$ cat src/rtl/fft_stage4_butterfly.sv
// Stage-4 radix-2 butterfly of the 32-point FFT: four time-multiplexed lanes
// process the 16 adjacent-pair butterflies over four cycles, with valid/ready on both sides.
module fft_stage4_butterfly #(
  parameter int data_width = 8,
  parameter int no_in_out  = 32,
  parameter int tw_width   = 8
) (
  input  logic                            clk,
  input  logic                            rst_n,
  input  logic                            in_valid,
  output logic                            in_ready,
  input  logic [no_in_out*data_width-1:0] input_data_real,
  input  logic [no_in_out*data_width-1:0] input_data_imag,
  output logic                            out_valid,
  input  logic                            out_ready,
  output logic [no_in_out*data_width-1:0] output_data_real,
  output logic [no_in_out*data_width-1:0] output_data_imag
);

  localparam int pw    = data_width + tw_width + 1;
  localparam int sw    = data_width + 2;
  localparam int lanes = 4;
  localparam logic signed [sw-1:0] sat_max = sw'((1 <<< (data_width - 1)) - 1);
  localparam logic signed [sw-1:0] sat_min = sw'(-(1 <<< (data_width - 1)));

  typedef enum logic [1:0] {
    s_idle = 2'd0,
    s_proc = 2'd1,
    s_done = 2'd2
  } state_t;

  state_t     state_r, state_s;
  logic [1:0] cnt_r, cnt_s;

  logic signed [data_width-1:0] fr_re_r  [no_in_out];
  logic signed [data_width-1:0] fr_im_r  [no_in_out];
  logic signed [data_width-1:0] out_re_r [no_in_out];
  logic signed [data_width-1:0] out_im_r [no_in_out];

  logic        [3:0]            pair_s    [lanes];
  logic signed [data_width-1:0] a_re_s    [lanes];
  logic signed [data_width-1:0] a_im_s    [lanes];
  logic signed [data_width-1:0] b_re_s    [lanes];
  logic signed [data_width-1:0] b_im_s    [lanes];
  logic signed [tw_width-1:0]   c_s       [lanes];
  logic signed [tw_width-1:0]   s_s       [lanes];
  logic signed [pw-1:0]         tr_full_s [lanes];
  logic signed [pw-1:0]         ti_full_s [lanes];
  logic signed [sw-1:0]         tr_s      [lanes];
  logic signed [sw-1:0]         ti_s      [lanes];
  logic signed [data_width-1:0] oa_re_s   [lanes];
  logic signed [data_width-1:0] oa_im_s   [lanes];
  logic signed [data_width-1:0] ob_re_s   [lanes];
  logic signed [data_width-1:0] ob_im_s   [lanes];

  // Twiddle table (scale 64) indexed by e/2; W = cos - j*sin
  function automatic logic signed [tw_width-1:0] tw_cos(input logic [2:0] idx);
    logic signed [tw_width-1:0] v;
    case (idx)
      3'd0:    v = tw_width'(64);
      3'd1:    v = tw_width'(59);
      3'd2:    v = tw_width'(45);
      3'd3:    v = tw_width'(24);
      3'd4:    v = tw_width'(0);
      3'd5:    v = tw_width'(-24);
      3'd6:    v = tw_width'(-45);
      3'd7:    v = tw_width'(-59);
      default: v = tw_width'(64);
    endcase
    return v;
  endfunction

  function automatic logic signed [tw_width-1:0] tw_sin(input logic [2:0] idx);
    logic signed [tw_width-1:0] v;
    case (idx)
      3'd0:    v = tw_width'(0);
      3'd1:    v = tw_width'(24);
      3'd2:    v = tw_width'(45);
      3'd3:    v = tw_width'(59);
      3'd4:    v = tw_width'(64);
      3'd5:    v = tw_width'(59);
      3'd6:    v = tw_width'(45);
      3'd7:    v = tw_width'(24);
      default: v = tw_width'(0);
    endcase
    return v;
  endfunction

  function automatic logic signed [data_width-1:0] sat(input logic signed [sw-1:0] v);
    logic signed [data_width-1:0] r;
    if (v > sat_max) begin
      r = sat_max[data_width-1:0];
    end else if (v < sat_min) begin
      r = sat_min[data_width-1:0];
    end else begin
      r = v[data_width-1:0];
    end
    return r;
  endfunction

  assign in_ready  = (state_r == s_idle);
  assign out_valid = (state_r == s_done);

  // State and lane counter registers
  always_ff @(posedge clk or negedge rst_n) begin
    if (!rst_n) begin
      state_r <= s_idle;
      cnt_r   <= 2'd0;
    end else begin
      state_r <= state_s;
      cnt_r   <= cnt_s;
    end
  end

  // Next-state logic; cnt wraps 3->0 together with the move to DONE
  always_comb begin
    state_s = state_r;
    cnt_s   = cnt_r;
    case (state_r)
      s_idle: begin
        if (in_valid) begin
          state_s = s_proc;
          cnt_s   = 2'd0;
        end else begin
          state_s = s_idle;
        end
      end
      s_proc: begin
        cnt_s = cnt_r + 2'd1;
        if (cnt_r == 2'd3) begin
          state_s = s_done;
        end else begin
          state_s = s_proc;
        end
      end
      s_done: begin
        if (out_ready) begin
          state_s = s_idle;
        end else begin
          state_s = s_done;
        end
      end
      default: begin
        state_s = s_idle;
        cnt_s   = 2'd0;
      end
    endcase
  end

  // Four butterfly lanes; lane l handles pair 4*cnt+l, twiddle index is pair mod 8
  always_comb begin
    for (int l = 0; l < lanes; l++) begin
      pair_s[l]    = {cnt_r, 2'(l)};
      a_re_s[l]    = fr_re_r[{pair_s[l], 1'b0}];
      a_im_s[l]    = fr_im_r[{pair_s[l], 1'b0}];
      b_re_s[l]    = fr_re_r[{pair_s[l], 1'b1}];
      b_im_s[l]    = fr_im_r[{pair_s[l], 1'b1}];
      c_s[l]       = tw_cos(pair_s[l][2:0]);
      s_s[l]       = tw_sin(pair_s[l][2:0]);
      // wi = -sin folded into the signs below
      tr_full_s[l] = pw'(b_re_s[l]) * pw'(c_s[l]) + pw'(b_im_s[l]) * pw'(s_s[l]);
      ti_full_s[l] = pw'(b_im_s[l]) * pw'(c_s[l]) - pw'(b_re_s[l]) * pw'(s_s[l]);
      tr_s[l]      = sw'(tr_full_s[l] >>> (tw_width - 2));
      ti_s[l]      = sw'(ti_full_s[l] >>> (tw_width - 2));
      oa_re_s[l]   = sat(sw'(a_re_s[l]) + tr_s[l]);
      oa_im_s[l]   = sat(sw'(a_im_s[l]) + ti_s[l]);
      ob_re_s[l]   = sat(sw'(a_re_s[l]) - tr_s[l]);
      ob_im_s[l]   = sat(sw'(a_im_s[l]) - ti_s[l]);
    end
  end

  // Frame register: captured only at the accept edge
  always_ff @(posedge clk or negedge rst_n) begin
    if (!rst_n) begin
      for (int k = 0; k < no_in_out; k++) begin
        fr_re_r[k] <= '0;
        fr_im_r[k] <= '0;
      end
    end else if ((state_r == s_idle) && in_valid) begin
      for (int k = 0; k < no_in_out; k++) begin
        fr_re_r[k] <= input_data_real[k*data_width +: data_width];
        fr_im_r[k] <= input_data_imag[k*data_width +: data_width];
      end
    end
  end

  // Result registers: written only during PROC, held otherwise
  always_ff @(posedge clk or negedge rst_n) begin
    if (!rst_n) begin
      for (int k = 0; k < no_in_out; k++) begin
        out_re_r[k] <= '0;
        out_im_r[k] <= '0;
      end
    end else if (state_r == s_proc) begin
      for (int l = 0; l < lanes; l++) begin
        out_re_r[{pair_s[l], 1'b0}] <= oa_re_s[l];
        out_im_r[{pair_s[l], 1'b0}] <= oa_im_s[l];
        out_re_r[{pair_s[l], 1'b1}] <= ob_re_s[l];
        out_im_r[{pair_s[l], 1'b1}] <= ob_im_s[l];
      end
    end
  end

  for (genvar k = 0; k < no_in_out; k++) begin : g_pack
    assign output_data_real[k*data_width +: data_width] = out_re_r[k];
    assign output_data_imag[k*data_width +: data_width] = out_im_r[k];
  end

endmodule

$ cat config.mk
export PLATFORM = sky130hd
export DESIGN_NAME = fft_stage4_butterfly
export DESIGN_NICKNAME = d
export VERILOG_FILES = /design/src/rtl/fft_stage4_butterfly.sv
export SDC_FILE = /design/constraint.sdc
export NUM_CORES = 2
export LEC_CHECK = 0
export BUFFER_PORTS_ARGS = -buffer_cell sky130_fd_sc_hd__buf_2
export CELL_PAD_IN_SITES_DETAIL_PLACEMENT = 1
export CELL_PAD_IN_SITES_GLOBAL_PLACEMENT = 2
export CORE_UTILIZATION = 38
export CTS_CLUSTER_DIAMETER = 80
export DETAILED_ROUTE_END_ITERATION = 10
export MAX_ROUTING_LAYER = met4
export PLACE_DENSITY_LB_ADDON = 0.1
export SLEW_MARGIN = 25
export SYNTH_ARGS = -nofsm -noshare
export SYNTH_HDL_FRONTEND = slang
export SYNTH_SLANG_ARGS = --single-unit
$ cat constraint.sdc
create_clock -name clk -period 11.6 [get_ports clk]
set_input_delay 1.16 -clock clk [delete_from_list [all_inputs] [get_ports clk]]
set_output_delay 1.16 -clock clk [all_outputs]
set_load 0.05 [all_outputs]
# Word level (Yosys, flattened, before mapping)
# Cells that the tools add are included.
[classes] reduce_logical=11 n_lt_le_gt_ge=48 n_eq_ne=4 n_bitwise=10 addsub=25 multipliers=16 mux=125
[ops] cell="bitwise mux 256 bit" n=16
[ops] cell="binary-select mux 8 bit (select 5 bit)" n=16
[ops] cell="2-to-1 mux 8 bit" n=72
[ops] cell="demux 8 bit (select 5 bit)" n=8
[ops] cell="multiplier 8 x 8 -> 16 bit" n=14
[ops] cell="> comparator 10 x 8 -> 1 bit (second input constant)" n=16
[ops] cell="less-than comparator 10 x 8 -> 1 bit (second input constant)" n=16
[ops] cell="one-hot mux 8 bit (2 select lines)" n=7
[ops] cell="adder 8 x 10 -> 10 bit" n=8
[ops] cell="subtractor 8 x 10 -> 10 bit" n=8
[ops] cell="adder 16 bit" n=3
[ops] cell="greater-or-equal comparator 6 bit (second input constant)" n=8
[ops] cell="less-than comparator 6 x 1 -> 1 bit (second input constant)" n=8
[ops] cell="NOT 5 -> 6 bit" n=8
[ops] cell="subtractor 16 bit" n=3
[ops] cell="multiplier 8 x 7 -> 15 bit (second input constant)" n=2
[ops] cell="adder 16 x 15 -> 16 bit" n=1
[ops] cell="subtractor 16 x 15 -> 16 bit" n=1
[ops] cell="one-hot mux 2 bit (3 select lines)" n=2
[ops] cell="logical AND 1 bit" n=9
[ops] cell="2-to-1 mux 2 bit" n=3
[ops] cell="== test 2 bit (second input constant)" n=2
[ops] cell="adder 2 x 1 -> 2 bit (second input constant)" n=1
[ops] cell="== test 2 x 1 -> 1 bit (second input constant)" n=1
[ops] cell="other kinds (5)" n=6
[totals] wordCells=369 ff_bits=1028 inputBits=516

# Longest topological paths before layout
[depth] word_depth=18 ltp_mapped=39 mapped_depth_nobuf=32

# Worst setup path after synthesis
# Ideal clock, no wire load.
[synth_timing] kind="register to register" start="register cnt_r[0]" end="register out_im_r (netlist bit output_data_imag[42])" path_buffers=5 arrival_ns=9.937 stages_incl_launch_ff=35 setup_slack_ns=1.542 t_required_ns=11.479 cell_sequence="dfrtp_1 -> buf_6 -> buf_6 -> buf_4 -> buf_1 -> mux2_2 -> o21ai_0 -> inv_1 -> ha_1 -> fa_1 -> inv_1 -> fa_1 -> fa_1 -> inv_1 -> fa_1 -> fa_1 -> inv_1 -> fa_1 -> inv_1 -> ha_1 -> a21o_1 -> a21oi_1 -> o21ai_0 -> a21o_1 -> a21oi_1 -> o21bai_1 -> xor2_1 -> ha_1 -> clkbuf_1 -> inv_1 -> or4_1 -> a21boi_0 -> a2111oi_4 -> nand2b_1 -> o22a_1"
[synth_via] elab_chain_len=18 elab_cells_between_ends=152 cone_classes="add/sub: 12; mul: 8; order compare: 32; mux: 83; bitwise: 9; reduce/logical: 8"
[synth_lines] element="start, declared" line="33" text="logic [1:0] cnt_r, cnt_s;"
[synth_lines] element="start signal, assigned" line="111" text="cnt_r <= cnt_s;"
[synth_lines] element="NOT 5 -> 6 bit (not written as such)" line="156, 157, 199"
[synth_lines] element="binary-select mux 8 bit (select 5 bit) (on tied branches)" line="157, 156"
[synth_lines] element="2-to-1 mux 8 bit (on tied branches) (2 in a row)" line="157, 156"
[synth_lines] element="multiplier 8 x 8 -> 16 bit" line="162" text="ti_full_s[l] = pw'(b_im_s[l]) * pw'(c_s[l]) - pw'(b_re_s[l]) * pw'(s_s[l]);"
[synth_lines] element="subtractor 16 bit" line="162"
[synth_lines] element="adder 8 x 10 -> 10 bit" line="166" text="oa_im_s[l] = sat(sw'(a_im_s[l]) + ti_s[l]);"
[synth_lines] element="less-than comparator 10 x 8 -> 1 bit" line="93" text="end else if (v < sat_min) begin"
[synth_lines] element="2-to-1 mux 8 bit" line="93"
[synth_lines] element="2-to-1 mux 8 bit" line="91" text="if (v > sat_max) begin"
[synth_lines] element="bitwise mux 256 bit" line="197" text="out_im_r[{pair_s[l], 1'b0}] <= oa_im_s[l];"
[synth_lines] element="bitwise mux 256 bit" line="199" text="out_im_r[{pair_s[l], 1'b1}] <= ob_im_s[l];"
[synth_lines] element="bitwise mux 256 bit" line="197"
[synth_lines] element="bitwise mux 256 bit" line="199"
[synth_lines] element="bitwise mux 256 bit" line="197"
[synth_lines] element="bitwise mux 256 bit" line="199"
[synth_lines] element="bitwise mux 256 bit" line="197"
[synth_lines] element="bitwise mux 256 bit (*)" line="199"
[synth_lines] element="end signal, assigned by index" line="197"
[synth_lines] element="end signal, assigned by index" line="199"
[synth_lines] element="end, declared" line="38" text="logic signed [data_width-1:0] out_im_r [no_in_out];"
# Mark *: on every way between the ends. The rest lies on a longest branch, timed or not. The select of a mux whose other input is x is not followed.
# A chain may end at the register's enable or synchronous reset.

# Worst setup path after layout
[layout_timing] start="register cnt_r[0]" end="register out_re_r (netlist bit output_data_real[107])"
[layout_via] elab_chain_len=18 elab_cells_between_ends=152 cone_classes="add/sub: 12; mul: 8; order compare: 32; mux: 83; bitwise: 9; reduce/logical: 8"
[layout_lines] element="NOT 5 -> 6 bit (not written as such)" line="156, 157, 198"
[layout_lines] element="binary-select mux 8 bit (select 5 bit) (on tied branches)" line="156, 157"
[layout_lines] element="2-to-1 mux 8 bit (on tied branches) (2 in a row)" line="156, 157"
[layout_lines] element="multiplier 8 x 8 -> 16 bit" line="161" text="tr_full_s[l] = pw'(b_re_s[l]) * pw'(c_s[l]) + pw'(b_im_s[l]) * pw'(s_s[l]);"
[layout_lines] element="adder 16 bit" line="161"
[layout_lines] element="adder 8 x 10 -> 10 bit" line="165" text="oa_re_s[l] = sat(sw'(a_re_s[l]) + tr_s[l]);"
[layout_lines] element="less-than comparator 10 x 8 -> 1 bit" line="93"
[layout_lines] element="2-to-1 mux 8 bit" line="93"
[layout_lines] element="2-to-1 mux 8 bit" line="91"
[layout_lines] element="bitwise mux 256 bit" line="196" text="out_re_r[{pair_s[l], 1'b0}] <= oa_re_s[l];"
[layout_lines] element="bitwise mux 256 bit" line="198" text="out_re_r[{pair_s[l], 1'b1}] <= ob_re_s[l];"
[layout_lines] element="bitwise mux 256 bit" line="196"
[layout_lines] element="bitwise mux 256 bit" line="198"
[layout_lines] element="bitwise mux 256 bit" line="196"
[layout_lines] element="bitwise mux 256 bit" line="198"
[layout_lines] element="bitwise mux 256 bit" line="196"
[layout_lines] element="bitwise mux 256 bit (*)" line="198"
[layout_lines] element="end signal, assigned by index" line="196"
[layout_lines] element="end signal, assigned by index" line="198"
[layout_lines] element="end, declared" line="37" text="logic signed [data_width-1:0] out_re_r [no_in_out];"
# Marked as above.

==> results.sh <==
export IMPL_status="finished clean"
export IMPL_critPathRequiredTime_ns=12.29
export IMPL_ys_ff_latch=1028
export IMPL_ctsHtreeMaxLevel=3
export IMPL_die_x_um=430
export IMPL_critPathLaunchType="flop"
export IMPL_clk_latency_ns=0.81
export IMPL_dp_cells=9559
export IMPL_tns_ns=0
export IMPL_postSynth_asyncResetShare_pct=100.0
export IMPL_fmax_mhz=96.32
export IMPL_cts_root_buf="clkbuf_16"
export IMPL_synth_area_mm2=0.06961
export IMPL_layout_nets=8910
export IMPL_layout_common_cells="buf_2, dfrtp_1, inv_1"
export IMPL_netlist_area_leader_share_pct=36.96
export IMPL_rows=156
export IMPL_synthTopCellsByArea="dfrtp_1, fa_1, ha_1, mux2_2, inv_1"
export IMPL_yosysWarnings=0
export IMPL_drc=0
export IMPL_boundaryPins=1030
export IMPL_crit_fanout=32
export IMPL_track_usage_pct=28.55
export IMPL_port_buffers=1029
export IMPL_die_y_um=430
export IMPL_drt_initial_drc_count=2819
export IMPL_viasPerCell=5.181
export IMPL_grt_pass1_vias=53700
export IMPL_synth_area_leader_cell="dfrtp_1"
export IMPL_antenna_found_initial=43
export IMPL_final_common_cell="buf_2"
export IMPL_drive_gt1_share_pct=26.95
export IMPL_dpl_hpwl_um=210000
export IMPL_die_area_mm2=0.1849
export IMPL_rsz0062_at_grt="false"
export IMPL_drtAntennaViolNets=0
export IMPL_cts_setup_buffers=0
export IMPL_path_clk_slew_ns=0.06
export IMPL_routedWlPerCell_um=26.25
export IMPL_grt_pass1_wl_um=377100
export IMPL_path_class="reg -> reg"
export IMPL_vias=50800
export IMPL_finClkSkew_ns=0.06725
export IMPL_crit_slowest_cell="xnor2_1"
export IMPL_ys_seq_area_share_pct=36.96
export IMPL_cp_arrival_ns=11.07
export IMPL_tightest_slew_ns=1.165
export IMPL_numCtsBuffers=119
export IMPL_grt_max_degree=160
export IMPL_hold_class="in -> async"
export IMPL_wl_um=257300
export IMPL_nFillCells=19850
export IMPL_core_area_mm2=0.1813
export IMPL_synth_edf_count=0
export IMPL_gp_congestion=0.8785
export IMPL_reg2reg_slack_ns=1.22
export IMPL_overflow=0
export IMPL_drv_slew=0
export IMPL_syn_inst=6339
export IMPL_fin_crit_ns=10.38
export IMPL_cts_hold_buf=0
export IMPL_finalCritPeriodShare_pct=89.50
export IMPL_syn_avg_cell_area_um2=10.98
export IMPL_final_cell_count_no_fill=9804
export IMPL_synth_ff_type="dfrtp_1"
export IMPL_start_util_pct=38.39
export IMPL_cts_sinks=1028
export IMPL_yosys_cell_types_count=96
export IMPL_clock_path_buffers=3
export IMPL_cap_violations=0
export IMPL_cts_resized=0
export IMPL_hold_viol_final=0
export IMPL_finalSetupViolCount=0
export IMPL_cts_tree="built"
export IMPL_crit_path_max_incr_delay_ns=0.91
export IMPL_end_kind="flop"
export IMPL_areaGrowthSynthToFinish_pct=16.96
export IMPL_firstDrtPassIters=5
export IMPL_relSlewSlack_pct=21.75
final timing paths:
check                                                        from                           endpoint  cells after the start
worst max-delay path                         cnt_r[0]$_DFFE_PN0P_  output_data_real[107]$_DFFE_PN0P_                     30
worst min-delay path                                        rst_n  output_data_real[154]$_DFFE_PN0P_                      1
worst max register to register               cnt_r[0]$_DFFE_PN0P_  output_data_real[107]$_DFFE_PN0P_                     30
worst min register to register  output_data_imag[255]$_DFFE_PN0P_  output_data_imag[255]$_DFFE_PN0P_                      2
max in group asynchronous                                   rst_n           fr_re_r[147]$_DFFE_PN0P_                      4
min in group clk                output_data_imag[255]$_DFFE_PN0P_  output_data_imag[255]$_DFFE_PN0P_                      2
worst max-delay path: cells and delay by family (launching register included):
family                   cells  cell delay (ns)
XOR/XNOR                     1             0.91
flip-flops                   1             0.90
adder cells (fa/ha/maj)      8             3.58
AND/OR/NAND/NOR              5             1.10
AO/OA/AOI/OAI                8             2.05
buffers and inverters        7             1.01
multiplexers                 1             0.67
per-layer routing:
| layer | up-vias | routed length (µm) | global-route usage [%] | share of wire (%) |
|---|---|---|---|---|
| met3 | 268 | 10030 | 3.859 | 3.9 |
| li1 | 22950 | - | - | - |
| met5 | - | 0 | - | 0 |
| met1 | 26500 | 119200 | 38.73 | 46 |
| met4 | 0 | 6423 | 7.231 | 2.5 |
| met2 | 1079 | 121700 | 45.09 | 47 |
cell usage after synthesis, types with 15 or more instances:
master    number
o31ai_1       30
mux2i_1       30
o21ai_1       39
o21a_1        17
o22a_1        70
nor2b_1       25
or2_2         15
buf_1         24
nor3_1        35
o21ai_0      248
inv_1        961
xnor2_1      185
nand2b_1      37
a21oi_1      364
mux2_2       525
ha_1         613
a21o_1        42
dfrtp_1     1028
mux4_2       113
fa_1         471
nor2_1       409
nand3_1       20
a31oi_1       53
buf_2         17
xor2_1        67
o21bai_1      45
clkbuf_1     211
nand2_1      387
and2_1        58
flip-flops by register name, indices dropped and copies added, names as in the netlist:
name,flops
fr_im_r,256
output_data_imag,256
fr_re_r,256
state_r,2
cnt_r,2
output_data_real,256
final cells by class:
class                      count  area (µm²)  area share [%]
inverter                     963        3617           4.443
tap                         2370        2965           3.642
antenna                       28       70.07         0.08606
multi-input combinational   4110       39400           48.39
clock inverter                36       372.9          0.4580
sequential                  1028       25730           31.61
clock buffer                 181        3561           4.374
timing repair buffer        1088        5702           7.003
cells by family after synthesis:
family / Yosys count / synth area share [%]
AO/OA/AOI/OAI: 1017 / 8.905
XOR/XNOR: 263 / 3.487
adder cells (fa/ha/maj): 1084 / 24.56
buffers and inverters: 1222 / 6.668
flip-flops: 1028 / 36.96
multiplexers: 674 / 12.81
other: 2 / 0.01079
AND/OR/NAND/NOR: 1049 / 6.604
stage by stage:
| step | instance area [µm²] | worst slack (ns) | hold WS [ns] | util (%) |
|---|---|---|---|---|
| after floorplan | 69690 | 1.542 | 0.4687 | - |
| after global placement | 77380 | 1.173 | 0.4558 | 42.67 |
| after detailed placement | 77400 | 1.191 | 0.4599 | 42.69 |
| after CTS | 81340 | 1.205 | 0.3032 | 44.86 |
| after global routing | 81390 | 0.5127 | 0.3426 | 44.89 |
| final | 81420 | 1.217 | 0.3214 | 44.90 |
Power is left out: the tool's default activity adds up to more than one toggle a clock period on the data nets, which glitch-free logic cannot reach.
